--- config.mk ---
export PLATFORM = sky130hd
export DESIGN_NAME = s_mix_pipe
export DESIGN_NICKNAME = d
export VERILOG_FILES = /design/src/rtl/s_mix_pipe.sv
export SDC_FILE = /design/constraint.sdc
export NUM_CORES = 1
export LEC_CHECK = 0
export BUFFER_PORTS_ARGS = -buffer_cell sky130_fd_sc_hd__buf_2
export CAP_MARGIN = 20
export CORE_MARGIN = 10
export CORE_UTILIZATION = 45
export DETAILED_ROUTE_END_ITERATION = 8
export GPL_ROUTABILITY_DRIVEN = 1
export GPL_TIMING_DRIVEN = 0
export PLACE_DENSITY = 0.82
export SLEW_MARGIN = 15
export SYNTH_ARGS = -nofsm -noshare
export SYNTH_HDL_FRONTEND = slang
export SYNTH_SLANG_ARGS = --single-unit
--- constraint.sdc ---
create_clock -name clk -period 5.3 [get_ports clk]
set_input_delay 0.265 -clock clk [delete_from_list [all_inputs] [get_ports clk]]
set_output_delay 0.265 -clock clk [all_outputs]
set_load 0.1 [all_outputs]
--- src/rtl/s_mix_pipe.sv ---
// Two-stage valid/ready byte-mixing pipeline: each 32-bit lane {A0,A1,A2,A3} -> xt(A1^A2)^A0^A2^A3.
// Optional output chaining (XOR with the previous transferred byte) is built when S_MIX_CHAIN_EN is defined.
module s_mix_pipe #(
  parameter int unsigned LANES = 4,
  parameter logic [7:0]  POLY  = 8'h1B,
  parameter int unsigned CNT_W = 16
) (
  input  logic                 clk,
  input  logic                 rst,
  input  logic                 in_valid,
  output logic                 in_ready,
  input  logic [32*LANES-1:0]  in_data,
  output logic                 out_valid,
  input  logic                 out_ready,
  output logic [8*LANES-1:0]   out_data,
  input  logic                 chain_en,
  input  logic                 chain_load,
  input  logic [8*LANES-1:0]   chain_iv,
  output logic [CNT_W-1:0]     word_count
);

  function automatic logic [7:0] xt(input logic [7:0] v);
    xt = {v[6:0], 1'b0} ^ (v[7] ? POLY : 8'h00);
  endfunction

  logic                 s1_valid_q, s1_valid_d;
  logic [8*LANES-1:0]   s1_x_q, s1_x_d;
  logic [8*LANES-1:0]   s1_y_q, s1_y_d;
  logic                 s2_valid_q, s2_valid_d;
  logic [8*LANES-1:0]   s2_m_q, s2_m_d;
  logic [CNT_W-1:0]     word_count_q, word_count_d;
  logic                 s1_advance, s2_advance, in_fire, out_fire;

  always_comb begin
    s2_advance = !s2_valid_q | out_ready;
    s1_advance = !s1_valid_q | s2_advance;
    in_fire    = in_valid & s1_advance;
    out_fire   = s2_valid_q & out_ready;

    s1_valid_d = s1_advance ? in_valid : s1_valid_q;
    s1_x_d     = s1_x_q;
    s1_y_d     = s1_y_q;
    if (in_fire) begin
      for (int unsigned i = 0; i < LANES; i++) begin
        s1_x_d[8*i +: 8] = in_data[32*i+16 +: 8] ^ in_data[32*i+8 +: 8];
        s1_y_d[8*i +: 8] = in_data[32*i+24 +: 8] ^ in_data[32*i+8 +: 8]
                         ^ in_data[32*i +: 8];
      end
    end

    s2_valid_d = s2_advance ? s1_valid_q : s2_valid_q;
    s2_m_d     = s2_m_q;
    if (s2_advance & s1_valid_q) begin
      for (int unsigned i = 0; i < LANES; i++) begin
        s2_m_d[8*i +: 8] = xt(s1_x_q[8*i +: 8]) ^ s1_y_q[8*i +: 8];
      end
    end

    word_count_d = word_count_q + CNT_W'(out_fire);
  end

  // Data registers carry no reset; only valid flags, the counter and chain state do.
  always_ff @(posedge clk) begin
    s1_x_q <= s1_x_d;
    s1_y_q <= s1_y_d;
    s2_m_q <= s2_m_d;
  end

  always_ff @(posedge clk) begin
    if (rst) begin
      s1_valid_q   <= 1'b0;
      s2_valid_q   <= 1'b0;
      word_count_q <= '0;
    end else begin
      s1_valid_q   <= s1_valid_d;
      s2_valid_q   <= s2_valid_d;
      word_count_q <= word_count_d;
    end
  end

`ifdef S_MIX_CHAIN_EN
  logic [8*LANES-1:0] chain_q, chain_d;

  // A same-cycle load wins over the transfer update; the transferred byte still used the old value.
  always_comb begin
    out_data = chain_en ? (s2_m_q ^ chain_q) : s2_m_q;
    chain_d  = chain_q;
    if (chain_load)
      chain_d = chain_iv;
    else if (out_fire & chain_en)
      chain_d = out_data;
  end

  always_ff @(posedge clk) begin
    if (rst) chain_q <= '0;
    else     chain_q <= chain_d;
  end
`else
  logic unused_chain;
  assign unused_chain = ^{chain_en, chain_load, chain_iv};
  assign out_data     = s2_m_q;
`endif

  assign in_ready   = s1_advance;
  assign out_valid  = s2_valid_q;
  assign word_count = word_count_q;

endmodule

==> metrics.md <==
| Metric | Value |
|---|---|
| Status | `completed` |
| DRC errors left | `0` |
| First-pass GRT wire length | `17,740 um` |
| Distinct cells, synth | `23` |
| Crit path capture | `in_ready` |
| Crit path DAT | `1810 ps` |
| Post-synthesis sequential area ratio | `0.6542` |
| Starting Density | `0.4593` |
| Dpl cell area | `6140 um2` |
| CP Depth | `3` |
| Total of max-cap violations | `0` |
| Rel. slew slack | `0.5191` |
| Req. time, crit path | `5040 ps` |
| Initial antenna violation count | `0` |
| RD Place Congestion | `0.7751` |
| Number of nets with antenna violations after routing | `0` |
| Min-delay worst type | `input port to flip-flop` |
| Fin. max-slew vios | `0` |
| Crit-path leading delay family | `simple AND/OR/NAND/NOR gates` |
| # fillers | `807` |
| Setup Skew | `8.778 ps` |
| Clock share of power | `0.439` |
| I/O Buffers | `181` |
| Post-synth top area share | `0.5815` |
| Reg clk slew, reported paths | `60 ps` |
| Worst path cell trace | `nor2b_1, nand2_1, buf_2` |
| Total setup buffers inserted after CTS | `0` |
| VDD IR-drop max | `0.2364 mV` |
| P_sw | `0.6753 mW` |
| F_max | `0.4809 GHz` |
| Max clock buf depth | `2` |
| Post-Syn Area per Cell | `15.07 um2` |
| I/O pin cnt | `216` |
| CP Launch Point | `out_valid` |
| Design internal power | `2.016 mW` |
| Row cnt | `38` |
| Reg2reg end | `word_count[12]` |
| Final Cycle Share | `0.3923` |
| Finished Layout Cells | `685` |
| Layout Nets | `701` |
| # placed instances | `653` |
| Largest area contributor in the netlist | `edfxtp_1` |
| Cells after synthesis | `329` |
| Number of buffers inserted during clock tree synthesis | `17` |
| DR WL/cell | `15.83 um` |
| Leakage | `2.733 nW` |
| Syn nets | `498` |
| Clk Tree Root Cell | `clkbuf_8` |
| CP Buf/Inv Count | `1` |
| Synth Register Bits | `114` |
| Largest fanout on the critical path | `4` |
| Vias in the first global route | `3,689` |
| H-tree depth | `4` |
| Share of power burned in registers | `0.411` |
| Clk sinks | `114` |
| Routed WL | `10,840 um` |
| Min-delay src | `in_valid` |
| Ratio of cells with drive above 1 in the final layout | `0.3963` |
| Combinational share of power | `0.150` |
| CP Launch Type | `flip-flop` |
| Largest cells by area after synthesis | `edfxtp_1, xnor2_1, xor2_1` |
| Final instance area | `6750 um2` |
| GRT overflow | `0` |
| R2R Setup Slk | `3390 ps` |
| Crit. End Element | `output pin` |
| Post-CTS resize count | `0` |
| CTS tree | `yes` |
| RR Startpoint | `out_valid` |
| Worst reg-to-reg path cell count | `6` |
| Mapped Area | `4957 um2` |
| Total number of vias | `3,190` |
| HPWL Detailed | `8607 um` |
| Final hold vios | `0` |
| Hold buffers post-CTS | `0` |
| Die height | `125.0 um` |
| RSZ-0062 raised after global routing | `no` |
| DIE WIDTH | `125.0 um` |
| Final Setup Violations | `0` |
| Switching part of the total power | `0.2509` |
| Clk Latency, worst-skew pair | `510 ps` |
| Most common cell after layout, fill and taps aside | `buf_2` |
| N_diodes | `0` |
| Most frequent cells in the layout | `buf_2, edfxtp_1, xnor2_1, xor2_1, dfxtp_1` |
| Largest net degree at the start of global routing | `27` |
| TritonRoute pass-1 iters | `4` |
| PwrDens | `398.6 nW/um2` |
| GRT Resource Usage Total | `0.1433` |
| Synth warnings | `0` |
| Area grow syn2layout | `36.17%` |
| Min Tclk post-route | `2079 ps` |
| DRT iter0 DRCs | `147` |
| Vias/cell | `4.657` |
| Worst Max-Slew Pin Slew | `719.8 ps` |
| Slowest cell on crit path | `nor2b_1` |
| Die area | `15,610 um2` |
| CP Class | `flip-flop to output pin` |
| Core Area | `10,790 um2` |
| Crit path largest cell delay | `440 ps` |
-- worst min-delay path: stages --
cell	delay [ps]
buf_2	70
inv_1	60
a21oi_1	120
-- power by group through the flow --
stage	clock network, mW	registers [mW]	logic, mW
3_3_place_gp	0	1.13	0.390
3_5_place_dp	0	1.12	0.410
4_1_cts	1.20	1.11	0.411
2_1_floorplan	0	1.27	0.134
5_1_grt	1.25	1.11	0.433
6_report	1.18	1.11	0.404
-- per-layer routing --
metal	GRT usage	vias up	part of all wire
met2	0.2419	148	0.50
li1	-	1559	-
met1	0.1536	1471	0.40
met3	0.06717	12	0.087
met4	0.05488	0	0.012
met5	0	-	0
-- kinds of logic (layout without fill, tap and decap cells) --
group,Yosys count,count (layout),synth area share
adder cells (fa/ha/maj),3,3,0.007573
buffers and inverters,8,224,0.006058
AO/OA/AOI/OAI,16,16,0.01817
AND/OR/NAND/NOR,41,41,0.05225
XOR/XNOR,143,143,0.2526
multiplexers,4,4,0.009086
flip-flops,114,114,0.6542
-- synthesized netlist by cell type --
master and n:
a21oi_1 9, and2_1 1, buf_1 2, clkinv_1 2, dfxtp_1 18, edfxtp_1 96
ha_1 3, inv_1 4, mux2_1 4, nand2_1 3, nand3_1 5, nand4_1 1
nand4_2 1, nand4_4 2, nor2_1 10, nor2b_1 7, nor4_1 4, o21ai_0 3
o31ai_1 4, or3_1 3, or4_1 4, xnor2_1 89, xor2_1 54
-- through the flow --
stage | hold WS (ps) | setup WS [ps] | total power, mW | TNS, ps | util
after detailed placement | 504.7 | 3356 | 1.535 | 0 | 0.5689
after global placement | 471.7 | -33.55 | 1.515 | -1959 | 0.5595
final | 46.04 | 3221 | 2.691 | 0 | 0.6254
after floorplan | 415.8 | 696.0 | 1.409 | 0 | -
after CTS | 12.93 | 3203 | 2.722 | 0 | 0.6254
after global routing | 29.13 | 3105 | 2.799 | 0 | 0.6254
-- worst min path at each step --
stage / endpoint / cells after the start / slack [ps]
after floorplan: s1_valid_q / 2 / 420
after global placement: word_count[12] / 2 / 470
after detailed placement: word_count[12] / 2 / 500
after CTS: s1_valid_q / 3 / 10
after global routing: s1_x_q[14] / 2 / 30
final: s1_valid_q / 3 / 50
-- registers in the layout (all words and copies together) (netlist names) --
name / count
word_count: 16
out_valid: 1
s1_x_q: 32
s1_valid_q: 1
out_data: 32
s1_y_q: 32
-- layout make-up --
cell class / count / area (um2) / share of cell area
well taps: 140 / 175.2 / 0.02595
clock buffers: 18 / 417.9 / 0.06191
repair buffers: 184 / 988.4 / 0.1464
multi-input cells: 207 / 1703 / 0.2523
plain buffers: 2 / 7.507 / 0.001112
flip-flops and latches: 114 / 3243 / 0.4804
inverters: 6 / 22.52 / 0.003336
clock inverters: 14 / 192.7 / 0.02854
Power figures use the tool's default switching activity.
